`src/rtl/multi_bit_puf_ctrl.sv`:
```
// Multi-bit PUF controller: repeated arm/settle/sample evaluations per challenge,
// per-bit majority vote with instability flags, valid/ready result handoff.

module multi_bit_puf_lane #(
  parameter int NEVAL       = 7,
  parameter int SYNC_STAGES = 2
) (
  input  logic clk,
  input  logic rst_n,
  input  logic raw,
  input  logic clr,
  input  logic acc,
  input  logic vote,
  output logic resp,
  output logic unstable
);
  localparam logic [3:0] HALF = 4'(NEVAL / 2);
  localparam logic [3:0] FULL = 4'(NEVAL);

  logic [SYNC_STAGES-1:0] sync_q;
  logic [3:0]             ones;

  always_ff @(posedge clk or negedge rst_n) begin
    if (!rst_n) begin
      sync_q   <= '0;
      ones     <= '0;
      resp     <= 1'b0;
      unstable <= 1'b0;
    end else begin
      sync_q <= {sync_q[SYNC_STAGES-2:0], raw};
      if (clr)      ones <= '0;
      else if (acc) ones <= ones + {3'b000, sync_q[SYNC_STAGES-1]};
      if (vote) begin
        resp     <= (ones > HALF);
        unstable <= (ones != 4'd0) && (ones != FULL);
      end
    end
  end
endmodule

module multi_bit_puf_ctrl #(
  parameter int NBITS       = 8,
  parameter int NEVAL       = 7,
  parameter int SETTLE      = 4,
  parameter int SYNC_STAGES = 2
) (
  input  logic             clk,
  input  logic             rst_n,
  input  logic             start,
  input  logic [NBITS-1:0] challenge,
  output logic [NBITS-1:0] puf_challenge,
  output logic             puf_en,
  input  logic [NBITS-1:0] puf_raw,
  output logic [NBITS-1:0] resp,
  output logic [NBITS-1:0] unstable,
  output logic             resp_valid,
  input  logic             resp_ready,
  output logic             busy
);
  localparam int SETTLE_TOT = SETTLE + SYNC_STAGES;
  localparam int SCW        = $clog2(SETTLE_TOT + 1);

  localparam logic [2:0] S_IDLE   = 3'd0;
  localparam logic [2:0] S_ARM    = 3'd1;
  localparam logic [2:0] S_SETTLE = 3'd2;
  localparam logic [2:0] S_SAMPLE = 3'd3;
  localparam logic [2:0] S_RELAX  = 3'd4;
  localparam logic [2:0] S_VOTE   = 3'd5;
  localparam logic [2:0] S_HOLD   = 3'd6;

  logic [2:0]     state;
  logic [3:0]     eval_cnt;
  logic [SCW-1:0] settle_cnt;
  logic           clr, acc, vote;

  // Outputs decode straight from state so reset drops them asynchronously.
  assign puf_en     = (state == S_ARM) || (state == S_SETTLE) || (state == S_SAMPLE);
  assign busy       = (state != S_IDLE);
  assign resp_valid = (state == S_HOLD);
  assign clr        = (state == S_IDLE) && start;
  assign acc        = (state == S_SAMPLE);
  assign vote       = (state == S_VOTE);

  always_ff @(posedge clk or negedge rst_n) begin
    if (!rst_n) begin
      state         <= S_IDLE;
      puf_challenge <= '0;
      eval_cnt      <= '0;
      settle_cnt    <= '0;
    end else begin
      case (state)
        S_IDLE: if (start) begin
          puf_challenge <= challenge;
          eval_cnt      <= '0;
          state         <= S_ARM;
        end
        S_ARM: begin
          settle_cnt <= '0;
          state      <= S_SETTLE;
        end
        S_SETTLE: begin
          if (settle_cnt == SCW'(SETTLE_TOT - 1)) state <= S_SAMPLE;
          else settle_cnt <= settle_cnt + 1'b1;
        end
        S_SAMPLE: begin
          eval_cnt <= eval_cnt + 4'd1;
          state    <= (eval_cnt == 4'(NEVAL - 1)) ? S_VOTE : S_RELAX;
        end
        S_RELAX: state <= S_ARM;
        S_VOTE:  state <= S_HOLD;
        S_HOLD:  if (resp_ready) state <= S_IDLE;
        default: state <= S_IDLE;
      endcase
    end
  end

  for (genvar i = 0; i < NBITS; i++) begin : g_lane
    multi_bit_puf_lane #(.NEVAL(NEVAL), .SYNC_STAGES(SYNC_STAGES)) u_lane (
      .clk      (clk),
      .rst_n    (rst_n),
      .raw      (puf_raw[i]),
      .clr      (clr),
      .acc      (acc),
      .vote     (vote),
      .resp     (resp[i]),
      .unstable (unstable[i])
    );
  end
endmodule

```
`config.mk`:
```
export PLATFORM = sky130hd
export DESIGN_NAME = multi_bit_puf_ctrl
export DESIGN_NICKNAME = d
export VERILOG_FILES = /design/src/rtl/multi_bit_puf_ctrl.sv
export SDC_FILE = /design/constraint.sdc
export NUM_CORES = 1
export LEC_CHECK = 0
export ABC_AREA = 1
export CAP_MARGIN = 30
export CORE_MARGIN = 2
export CORE_UTILIZATION = 57
export CTS_BUF_LIST = sky130_fd_sc_hd__clkbuf_2
export CTS_CLUSTER_SIZE = 24
export DETAILED_ROUTE_END_ITERATION = 8
export PLACE_DENSITY = 0.89
export SLEW_MARGIN = 0
export SYNTH_ARGS = -nofsm -noshare
export SYNTH_HDL_FRONTEND = slang
export SYNTH_SLANG_ARGS = --single-unit
```
`constraint.sdc`:
```
create_clock -name clk -period 1.4 [get_ports clk]
set_input_delay 0.14 -clock clk [delete_from_list [all_inputs] [get_ports clk]]
set_output_delay 0.14 -clock clk [all_outputs]
set_load 0.01 [all_outputs]
```
Word level (Yosys, flattened, before mapping)
Index checks and enable logic that the tools add are counted.
- output and inout port bits: 27
- bits of input ports: 20
- register bits: 82
- add/subtract/negate cells: 10
- equal/unequal tests: 20
- mux-type cells: 25
- magnitude comparators: 8
- reduce and logical (&&, ||, !) cells: 28
- operator list (operator ; number):
    $mux W4 ; 17
    $add A4 B1 Y4 ; 8
    $gt A4 B2 Y1 const B ; 8
    $ne A4 B3 Y1 const B ; 8
    $reduce_bool A4 Y1 ; 8
    $pmux W3 S7 ; 1
    $eq A3 B3 Y1 const B ; 4
    $mux W3 ; 4
    $logic_and A1 B1 Y1 ; 9
    $pmux W4 S2 ; 1
    $eq A3 B2 Y1 const B ; 2
    $pmux W3 S2 ; 1
    $reduce_and A2 Y1 ; 3
    $reduce_bool A2 Y1 ; 3
    $add A4 B1 Y4 const B ; 1
    $eq A4 B3 Y1 const B ; 1
    $ne A2 B1 Y1 const B ; 2
    $ne A2 B2 Y1 const B ; 2
    $add A3 B1 Y3 const B ; 1
    $eq A3 B1 Y1 const B ; 1
    $logic_not A3 Y1 ; 1
    $reduce_and A3 Y1 ; 1
    $reduce_bool A3 Y1 ; 1
    $logic_or A1 B1 Y1 ; 2
    $mux W1 ; 1

Longest topological paths before layout
Gate-level depths: netlist of the first run.
- depth after elaboration: 3
- gate-level depth with buffers: 7
- gate-level depth less buffers: 7

By module
A second synthesis of the first run with hierarchy kept.
- cell total of the unflattened synthesis: 439
- area, all modules: 3843.7 um^2
- modules (own cells, without submodules) (module ; area each (um^2) ; times used ; cells an instance):
    multi_bit_puf_lane ; 359.1 ; 8 ; 40
    multi_bit_puf_ctrl ; 970.9 ; 1 ; 119

Worst setup path after synthesis of the first run
No wires, ideal clock.
- path kind: register -> register
- from: register state[1]
- to: register eval_cnt[0]
- path slack: 0.165 ns
- stages on the path, launching flop included: 6
- library setup time: 0.126 ns
- arrival: 1.108 ns
- path through: dfrtp_1 nor2_1 nand3_2 nand2_2 buf_4 o21ai_0
- cells in the longest elaborated chain, start to end: 3
- elaborated cells between the ends (all ways): 6
- RTL lines (element ; RTL line ; source):
    start: declaration ; 71 ; logic [2:0] state;
    start signal: assignment ; 107 ; state <= (eval_cnt == 4'(NEVAL - 1)) ? S_VOTE : S_RELAX;
    $eq A3 B2 Y1 / $logic_not A3 Y1 (equally long branches) ; 91 ; case (state)
    $reduce_bool A2 Y1 (no line) / $ne A2 B2 Y1 (equally long branches) ; - ;
    $reduce_and A2 Y1 (no line) ; - ;
    end signal: assignment ; 106 ; eval_cnt <= eval_cnt + 4'd1;
    end: declaration ; 72 ; logic [3:0] eval_cnt;
Several ways; a longest one is shown, not always the timed one.
A chain may end at the register's enable or synchronous reset.

Worst setup path in the final report of the first run
- from: register state[0]
- to: register g_lane[6].u_lane.ones[2]
- cells in the longest elaborated chain, start to end: 3
- elaborated cells between the ends (all ways): 5
- RTL lines (element ; RTL line ; source):
    $logic_not A3 Y1 ; 80 ; assign clr = (state == S_IDLE) && start;
    $logic_and A1 B1 Y1 ; 80 ;
    $mux W4 / $reduce_bool A2 Y1 (equally long branches) ; - ;
    end signal: assignment ; 32 ; else if (acc) ones <= ones + {3'b000, sync_q[SYNC_STAGES-1]};
    end: declaration ; 21 ; logic [3:0] ones;
Several ways; a longest one is shown, not always the timed one.

==> results.sh, run 1 <==
export IMPL_rrSetupSlack_ns=-0.25
export IMPL_clkLatencyLatePin_ns=0.57
export IMPL_r2r_worst_path_cells=9
export IMPL_power_density_nw_per_um2=1814
export IMPL_cp_start_kind="flop"
export IMPL_synth_edf_count=0
export IMPL_grt_pass1_wl_um=13880
export IMPL_r2r_start="state[0]"
export IMPL_yosys_area_top_type="dfrtp_1"
export IMPL_syn_cell_area_um2=3804
export IMPL_yosysSeqAreaShare=0.5395
export IMPL_grt_max_degree=36
export IMPL_pre_cts_ws_ns=-0.04529
export IMPL_async_flop_share=1.000
export IMPL_hold_viol=7
export IMPL_finalSetupViolCount=65
export IMPL_wl_per_cell_um=19.69
export IMPL_vias_per_cell=5.853
export IMPL_switching_share=0.4200
export IMPL_drc_errors=0
export IMPL_rsz0062_at_grt="true"
export IMPL_synth_top_area_frac=0.5395
export IMPL_gp_congestion=0.8624
export IMPL_cts_tree="built"
export IMPL_port_buffers=46
export IMPL_drive_gt1_frac=0.3542
export IMPL_fmax_mhz=607.4
export IMPL_seq_power_share=0.351
export IMPL_vias=3623
export IMPL_area_delta_synth_final_pct=44.67
export IMPL_route_antenna_remaining_nets=0
export IMPL_synth_area_top_cells="dfrtp_1 (54%), nand2_1 (11%), ha_1 (6.6%)"
export IMPL_syn_nets=473
export IMPL_intPower_mw=5.790
export IMPL_worstPathCellList="buf_6, buf_6, nand2_4, nor2_4, buf_12, buf_12, nand2_4, nor2_1, nor2_1"
export IMPL_cap_violations=0
export IMPL_critPathKind="reg2reg"
export IMPL_grt_overflow_total=0
export IMPL_antenna_found_initial=0
export IMPL_grt_pass1_vias=3079
export IMPL_synthDistinctLibCells=20
export IMPL_die_x_um=85.69
export IMPL_p_clk_frac=0.108
export IMPL_clock_sink_count=82
export IMPL_irDropWorstVdd_uv=1532
export IMPL_crit_fanout=7
export IMPL_grtUsageTotal=0.2414
export IMPL_cp_arrival_ns=2.11
export IMPL_final_nets=577
export IMPL_r2r_end="g_lane[6].u_lane.ones[2]"
export IMPL_dieHeight_um=85.69
export IMPL_cts_root_buf="clkbuf_2"
export IMPL_core_um2=6386
export IMPL_yosysMostFrequentCell="nand2_1"
export IMPL_ys_seq_elements=82
export IMPL_drt_iter0_drc=324
export IMPL_syn_inst=433
export IMPL_tightest_slew_ns=0.4010
export IMPL_cts_buffer_depth=2
export IMPL_numCtsBuffers=9
export IMPL_avgSynthCellArea_um2=8.784
export IMPL_holdWs_ns=-0.007834
export IMPL_p_total_mw=9.983
export IMPL_power_leakage_nw=2.780
export IMPL_core_rowCount=29
export IMPL_cts_clk_slew_worst_paths_ns=0.24
export IMPL_fin_util=0.8617
export IMPL_fin_crit_sh=1.176
export IMPL_hpwl_um=5496
export IMPL_comb_power_share=0.542
export IMPL_timing_final_ws_setup_ns=-0.2465
export IMPL_endpoint_kind="flop"
export IMPL_n_antenna_cell=0
export IMPL_htree_levels=3
export IMPL_crit_required_ns=1.86
export IMPL_drt_wl_total_um=12190
export IMPL_critical_path_max_stage_delay_ns=0.47
export IMPL_die_area_um2=7343
export IMPL_hold_class="in2async"
export IMPL_status="finished, violations left"
export IMPL_firstDrtPassIters=5
export IMPL_synthTopCellsByCount="nand2_1 (110), dfrtp_1 (82), inv_1 (56), o21ai_0 (37), nor2_1 (35)"
export IMPL_finalClockSkew_ns=0.04111
export IMPL_ios=47
export IMPL_synthFlopType="dfrtp_1"
export IMPL_yosysWarnings=0
export IMPL_p_switching_mw=4.193
export IMPL_start_util=0.5956
export IMPL_finalCriticalPeriod_ns=1.646
export IMPL_violations="hold timing, setup timing"
export IMPL_slew_limit_headroom=0.7326
export IMPL_maxSlewViolCount=0
export IMPL_crit_slowest_cell="dfrtp_1"
==> layout make-up <==
| class | count | area (µm²) |
|---|---|---|
| clock buffers | 10 | 50.05 |
| clock inverters | 6 | 33.78 |
| fillers | 307 | 883.3 |
| inverters | 59 | 256.5 |
| multi-input cells | 266 | 1737 |
| flip-flops and latches | 82 | 2053 |
| well taps | 77 | 96.34 |
| repair buffers | 117 | 1254 |
| repair inverters | 2 | 22.52 |
==> worst max path at each step <==
stage | startpoint | to | slack (ns) | cells after the start
2_1_floorplan | state[1] | eval_cnt[0] | 0.17 | 5
3_3_place_gp | state[1] | g_lane[3].u_lane.unstable | 0.06 | 7
3_5_place_dp | state[1] | eval_cnt[2] | -0.05 | 6
4_1_cts | state[1] | g_lane[3].u_lane.unstable | -0.18 | 9
5_1_grt | state[0] | g_lane[2].u_lane.ones[2] | -0.30 | 10
6_report | state[0] | g_lane[6].u_lane.ones[2] | -0.25 | 9
==> routing by layer <==
metal  wire [µm]  GRT usage  share of wire
met3         984    0.05390          0.081
met4         594     0.1082          0.049
met1        4247     0.3103           0.35
met2        6362     0.3949           0.52
met5           0          0              0
==> flip-flops by register name, indices dropped and copies added (netlist names) <==
signal                  flops
settle_cnt                  3
g_lane.u_lane.ones         32
g_lane.u_lane.resp          8
g_lane.u_lane.sync_q       16
eval_cnt                    4
puf_challenge               8
state                       3
g_lane.u_lane.unstable      8
==> power by group through the flow <==
stage	Combinational [mW]	Clock [mW]	Sequential, mW
floorplan	1.81	0	3.40
global placement	2.70	0	3.42
detailed placement	2.88	0	3.46
CTS	3.19	1.03	3.40
global route	5.70	1.16	3.55
finish	5.41	1.08	3.50
==> logic make-up (layout without fill, tap and decap cells) <==
family,count (synthesis),in the layout,share of synthesized area
flops,82,82,0.5395
xor+xnor,3,3,0.006909
fa+ha+maj,20,20,0.06579
compound gates,50,50,0.06579
buf+inv,85,194,0.1049
simple gates,193,193,0.2171
==> cell usage in the layout (no fill, tap or decap), drive strengths merged <==
master	instances
nand2	111
dfrtp	82
inv	60
buf	59
o21ai	40
nor2	37
clkbuf	26
nand3	26
ha	20
clkdlybuf4s50	18
nand4	17
clkdlybuf4s15	14
a21oi	10
dlygate4sd3	9
clkinv	6
xnor2	2
nor3	1
and2	1
xor2	1
clkinvlp	1
dlygate4sd2	1
==> critical path, delay by kind of cell, from the launching register on <==
family / cells / cell delay [ns]
buf+inv: 4 / 0.53
flops: 1 / 0.47
simple gates: 5 / 0.56
==> metrics by stage <==
stage                     instances  instance area [µm²]  hold WS [ns]  TNS, ns
after detailed placement        540                 4280       0.09317  -0.1176
after global placement          540                 4280       0.09145        0
after floorplan                 433                 3804       -0.1556        0
final                           619                 5503     -0.007834   -8.719
after CTS                       580                 4617      0.002607   -3.848
after global routing            619                 5503       0.02554   -11.99
==> timing repair <==
action	CTS	global route
setup buffers	15	29
setup endpoints to repair	42	80
gates resized for setup	78	185
hold buffers	8	1
pin swaps	4	37
hold endpoints to repair	89	1
gates cloned	1	10
(Power assumes the default switching activity.)
==> run 2, diff against run 1 <==
- SKIP_LAST_GASP: unset -> 1
==> run 2 against run 1 <==
Via count decreased by 2.4%. Final area is 2.2% lower. Sequential cell count is the same. The run ends with setup timing left. Non-clock buffer count down 4. Global-route usage down 0.15 points.
==> results.sh, run 2 (synthesized netlist as in run 1, its figures left out) <==
export IMPL_irDropWorstVdd_uv=1485
export IMPL_vias_per_cell=5.761
export IMPL_seq_power_share=0.355
export IMPL_clock_sink_count=82
export IMPL_hpwl_um=5496
export IMPL_route_antenna_remaining_nets=0
export IMPL_htree_levels=3
export IMPL_vias=3537
export IMPL_grt_max_degree=36
export IMPL_crit_slowest_cell="dfrtp_1"
export IMPL_grt_pass1_vias=3075
export IMPL_p_switching_mw=4.121
export IMPL_grtUsageTotal=0.2400
export IMPL_drt_iter0_drc=320
export IMPL_drc_errors=0
export IMPL_die_area_um2=7343
export IMPL_fin_crit_sh=1.162
export IMPL_cp_arrival_ns=1.49
export IMPL_r2r_end="g_lane[0].u_lane.ones[3]"
export IMPL_dieHeight_um=85.69
export IMPL_core_um2=6386
export IMPL_comb_power_share=0.536
export IMPL_cts_buffer_depth=2
export IMPL_firstDrtPassIters=4
export IMPL_numCtsBuffers=9
export IMPL_n_antenna_cell=0
export IMPL_grt_pass1_wl_um=13770
export IMPL_cap_violations=0
export IMPL_die_x_um=85.69
export IMPL_fmax_mhz=614.8
export IMPL_finalCriticalPeriod_ns=1.627
export IMPL_start_util=0.5956
export IMPL_violations="setup timing"
export IMPL_largest_reg_flops=32
export IMPL_core_rowCount=29
export IMPL_top_register="g_lane.u_lane.ones"
export IMPL_finalClockSkew_ns=0.02744
export IMPL_drive_gt1_frac=0.3259
export IMPL_switching_share=0.4197
export IMPL_power_density_nw_per_um2=1824
export IMPL_final_nets=572
export IMPL_crit_fanout=2
export IMPL_status="finished, violations left"
export IMPL_top_regs="g_lane.u_lane.ones x32, g_lane.u_lane.sync_q x16"
export IMPL_endpoint_kind="output port"
export IMPL_rsz0062_at_grt="true"
export IMPL_cts_tree="built"
export IMPL_p_clk_frac=0.108
export IMPL_drt_wl_total_um=11680
export IMPL_wl_per_cell_um=19.03
export IMPL_r2r_start="state[1]"
export IMPL_dp_cells=540
export IMPL_tightest_slew_ns=0.3904
export IMPL_r2r_worst_path_cells=10
export IMPL_cp_start_kind="flop"
export IMPL_cts_clk_slew_worst_paths_ns=0.22
export IMPL_ios=47
export IMPL_timing_final_ws_setup_ns=-0.2267
export IMPL_cts_root_buf="clkbuf_2"
export IMPL_slew_limit_headroom=0.7398
export IMPL_crit_required_ns=1.26
export IMPL_critical_path_max_stage_delay_ns=0.50
export IMPL_hold_viol=0
export IMPL_layout_common_cells="dfrtp_1 (81), nand2_1 (78), inv_1 (53)"
export IMPL_antenna_found_initial=0
export IMPL_gp_congestion=0.8624
export IMPL_clkLatencyLatePin_ns=0.57
export IMPL_finalSetupViolCount=66
export IMPL_worstPathCellList="buf_6, nand2_2, nor2_2, buf_2"
export IMPL_grt_overflow_total=0
export IMPL_maxSlewViolCount=0
export IMPL_port_buffers=46
export IMPL_final_common_cell="dfrtp_1"
export IMPL_hold_class="in2async"
export IMPL_instances_no_fill=614
export IMPL_intPower_mw=5.699
export IMPL_area_delta_synth_final_pct=41.51
export IMPL_holdWs_ns=0.009172
export IMPL_rrSetupSlack_ns=-0.22
export IMPL_critPathKind="reg2out"
export IMPL_power_leakage_nw=2.750
## run 2: timing repair
item	4_1_cts	5_1_grt
gates cloned	1	6
hold endpoints to repair	89	1
hold buffers	8	1
buffers inserted	15	27
pin swaps	3	41
gates resized for setup	68	175
endpoints found under the setup margin	42	82
## run 2: through the flow
step,power (mW),area (µm²),setup TNS (ns),setup WS [ns],utilization
2_1_floorplan,5.213,3804,0,0.1652,-
3_3_place_gp,6.118,4280,0,0.06112,0.6703
3_5_place_dp,6.335,4280,-0.1176,-0.04529,0.6703
4_1_cts,7.566,4594,-4.597,-0.2127,0.7194
5_1_grt,10.25,5383,-11.43,-0.2644,0.8429
6_report,9.820,5383,-9.556,-0.2267,0.8429
## run 2: worst max-delay path by stage
stage / from / slack, ns / endpoint / cells past startpoint
2_1_floorplan: state[1] / 0.17 / eval_cnt[0] / 5
3_3_place_gp: state[1] / 0.06 / g_lane[3].u_lane.unstable / 7
3_5_place_dp: state[1] / -0.05 / eval_cnt[2] / 6
4_1_cts: state[1] / -0.21 / puf_en / 3
5_1_grt: state[1] / -0.26 / state[0] / 9
6_report: state[1] / -0.23 / resp_valid / 4
## run 2: layer usage
layer	wire [µm]	part of all wire	vias to the layer above	track usage
met2	6225	0.53	203	0.3942
met5	0	0	-	0
met4	534	0.046	0	0.1082
met1	4069	0.35	1724	0.3064
met3	851	0.073	51	0.05390
li1	-	-	1559	-
## run 2: power groups by stage
stage | clock, mW | sequential [mW] | combinational, mW
after global routing | 1.12 | 3.54 | 5.59
after global placement | 0 | 3.42 | 2.70
final | 1.06 | 3.49 | 5.27
after detailed placement | 0 | 3.46 | 2.88
after CTS | 1.03 | 3.39 | 3.14
after floorplan | 0 | 3.40 | 1.81
## run 2: worst max-delay path: cells and delay by family, from the launching register on
family / cells / cell delay [ns]
flip-flops: 1 / 0.50
buffers and inverters: 2 / 0.28
AND/OR/NAND/NOR: 2 / 0.15
## run 2: area by class of cell
class                           instances  area (µm²)
Sequential cell                        82        2053
Tap cell                               77       96.34
Multi-Input combinational cell        266        1722
Inverter                               59       251.5
Timing Repair Buffer                  113        1167
Timing Repair inverter                  1       8.758
Clock buffer                           10       50.05
Clock inverter                          6       33.78
Fill cell                             325        1003
==> run 3, diff against run 2 <==
- CAP_MARGIN: 30 -> unset
- CORE_MARGIN: 2 -> 1
==> run 3 against run 2 <==
The flow still finishes with violations (setup timing). Global-route usage is 0.089 points higher. Clock-buffer cell count decreased by 1. Largest power group unchanged. Clock power about the same.
==> results.sh, run 3 (synthesized netlist as in run 1, its figures left out) <==
export IMPL_cts_tree="built"
export IMPL_hpwl_um=5081
export IMPL_dp_cells=538
export IMPL_vias=3450
export IMPL_timing_final_ws_setup_ns=-0.2063
export IMPL_violations="setup timing"
export IMPL_final_common_cell="nand2_1"
export IMPL_area_delta_synth_final_pct=34.80
export IMPL_critPathKind="reg2reg"
export IMPL_tightest_slew_ns=0.3931
export IMPL_place_area_um2=4290
export IMPL_cp_start_kind="flop"
export IMPL_wl_per_cell_um=17.43
export IMPL_route_antenna_remaining_nets=0
export IMPL_pre_cts_ws_ns=-0.008828
export IMPL_fin_crit_sh=1.147
export IMPL_ios=47
export IMPL_cts_root_buf="clkbuf_2"
export IMPL_fmax_mhz=622.6
export IMPL_grt_max_degree=44
export IMPL_cts_buffer_depth=2
export IMPL_crit_fanout=6
export IMPL_setup_tns_ns=-6.983
export IMPL_top_regs="g_lane.u_lane.ones x32, g_lane.u_lane.sync_q x16"
export IMPL_rrSetupSlack_ns=-0.21
export IMPL_intPower_mw=5.302
export IMPL_p_switching_mw=3.690
export IMPL_r2r_start="state[1]"
export IMPL_rsz0062_at_grt="true"
export IMPL_gp_congestion=0.8474
export IMPL_comb_power_share=0.503
export IMPL_finalClockSkew_ns=0.03500
export IMPL_dieHeight_um=83.69
export IMPL_drt_iter0_drc=250
export IMPL_switching_share=0.4104
export IMPL_hold_class="in2async"
export IMPL_clock_sink_count=82
export IMPL_endpoint_kind="flop"
export IMPL_antenna_found_initial=0
export IMPL_power_leakage_nw=2.649
export IMPL_finalSetupViolCount=56
export IMPL_core_um2=6386
export IMPL_startpoint="state[1]"
export IMPL_cts_clk_slew_worst_paths_ns=0.24
export IMPL_instances_no_fill=606
export IMPL_htree_levels=3
export IMPL_layout_common_cells="nand2_1 (88), dfrtp_1 (82), inv_1 (53)"
export IMPL_numCtsBuffers=9
export IMPL_finalCriticalPeriod_ns=1.606
export IMPL_grtUsageTotal=0.2409
export IMPL_grt_overflow_total=0
export IMPL_drc_errors=0
export IMPL_drive_gt1_frac=0.2514
export IMPL_cp_arrival_ns=2.10
export IMPL_top_register="g_lane.u_lane.ones"
export IMPL_grt_pass1_wl_um=13440
export IMPL_irDropWorstVdd_uv=1367
export IMPL_start_util=0.5956
export IMPL_p_clk_frac=0.116
export IMPL_firstDrtPassIters=5
export IMPL_clkLatencyLatePin_ns=0.56
export IMPL_status="finished, violations left"
export IMPL_stdcell_area_um2=5127
export IMPL_seq_power_share=0.381
export IMPL_port_buffers=46
export IMPL_holdWs_ns=0.004753
export IMPL_final_nets=564
export IMPL_r2r_worst_path_cells=8
export IMPL_hold_viol=0
export IMPL_grt_pass1_vias=3159
export IMPL_n_antenna_cell=0
export IMPL_largest_reg_flops=32
export IMPL_die_area_um2=7004
export IMPL_power_density_nw_per_um2=1754
export IMPL_core_rowCount=29
export IMPL_vias_per_cell=5.693
export IMPL_die_x_um=83.69
export IMPL_slew_limit_headroom=0.7379
export IMPL_crit_required_ns=1.89
export IMPL_cap_violations=0
export IMPL_drt_wl_total_um=10570
export IMPL_maxSlewViolCount=0
-- run 3: final timing paths --
check,end
min in group clk,g_lane[6].u_lane.sync_q[0]
hold reg to reg,g_lane[7].u_lane.sync_q[1]
max in group asynchronous,g_lane[2].u_lane.ones[2]
hold / removal,g_lane[6].u_lane.ones[1]
setup / recovery,g_lane[5].u_lane.ones[3]
setup reg to reg,g_lane[5].u_lane.ones[3]
-- run 3: cell type report --
type / instances / area (µm²)
inverters: 59 / 239.0
well taps: 77 / 96.34
clock buffers: 9 / 45.04
clock inverters: 7 / 36.28
multi-input cells: 267 / 1578
flip-flops and latches: 82 / 2052
fillers: 369 / 1259
repair buffers: 105 / 1081
-- run 3: timing repair --
action | in CTS | in global routing
pin swaps | 1 | 24
buffers inserted | 13 | 20
cloned | 0 | 11
resized for setup | 59 | 109
setup endpoints to repair | 29 | 87
hold endpoints to repair | 88 | 1
hold buffers | 7 | 1
-- run 3: critical path, cell delays in order (launching register included) --
cell	delay, ns
dfrtp_1	0.44
buf_6	0.13
buf_6	0.13
nand2_4	0.06
nor2_4	0.26
buf_6	0.19
clkbuf_16	0.16
a21oi_1	0.07
nor2_1	0.13
-- run 3: power groups by stage --
stage / sequential, mW / combinational (mW) / clock [mW]
finish: 3.43 / 4.52 / 1.04
global route: 3.49 / 4.83 / 1.14
CTS: 3.40 / 3.01 / 1.03
detailed placement: 3.47 / 2.85 / 0
global placement: 3.42 / 2.70 / 0
floorplan: 3.40 / 1.81 / 0
-- run 3: per-stage QoR --
step                  util  total power [mW]
detailed placement  0.6718             6.311
floorplan                -             5.213
finish              0.8029             8.993
CTS                 0.7118             7.438
global placement    0.6718             6.114
global route        0.8029             9.467
-- run 3: routing by layer --
metal | share of wire | up-vias | track usage
met2 | 0.51 | 184 | 0.4235
met3 | 0.073 | 68 | 0.04253
met1 | 0.35 | 1654 | 0.2776
li1 | - | 1544 | -
met4 | 0.064 | 0 | 0.1341
met5 | 0 | - | 0
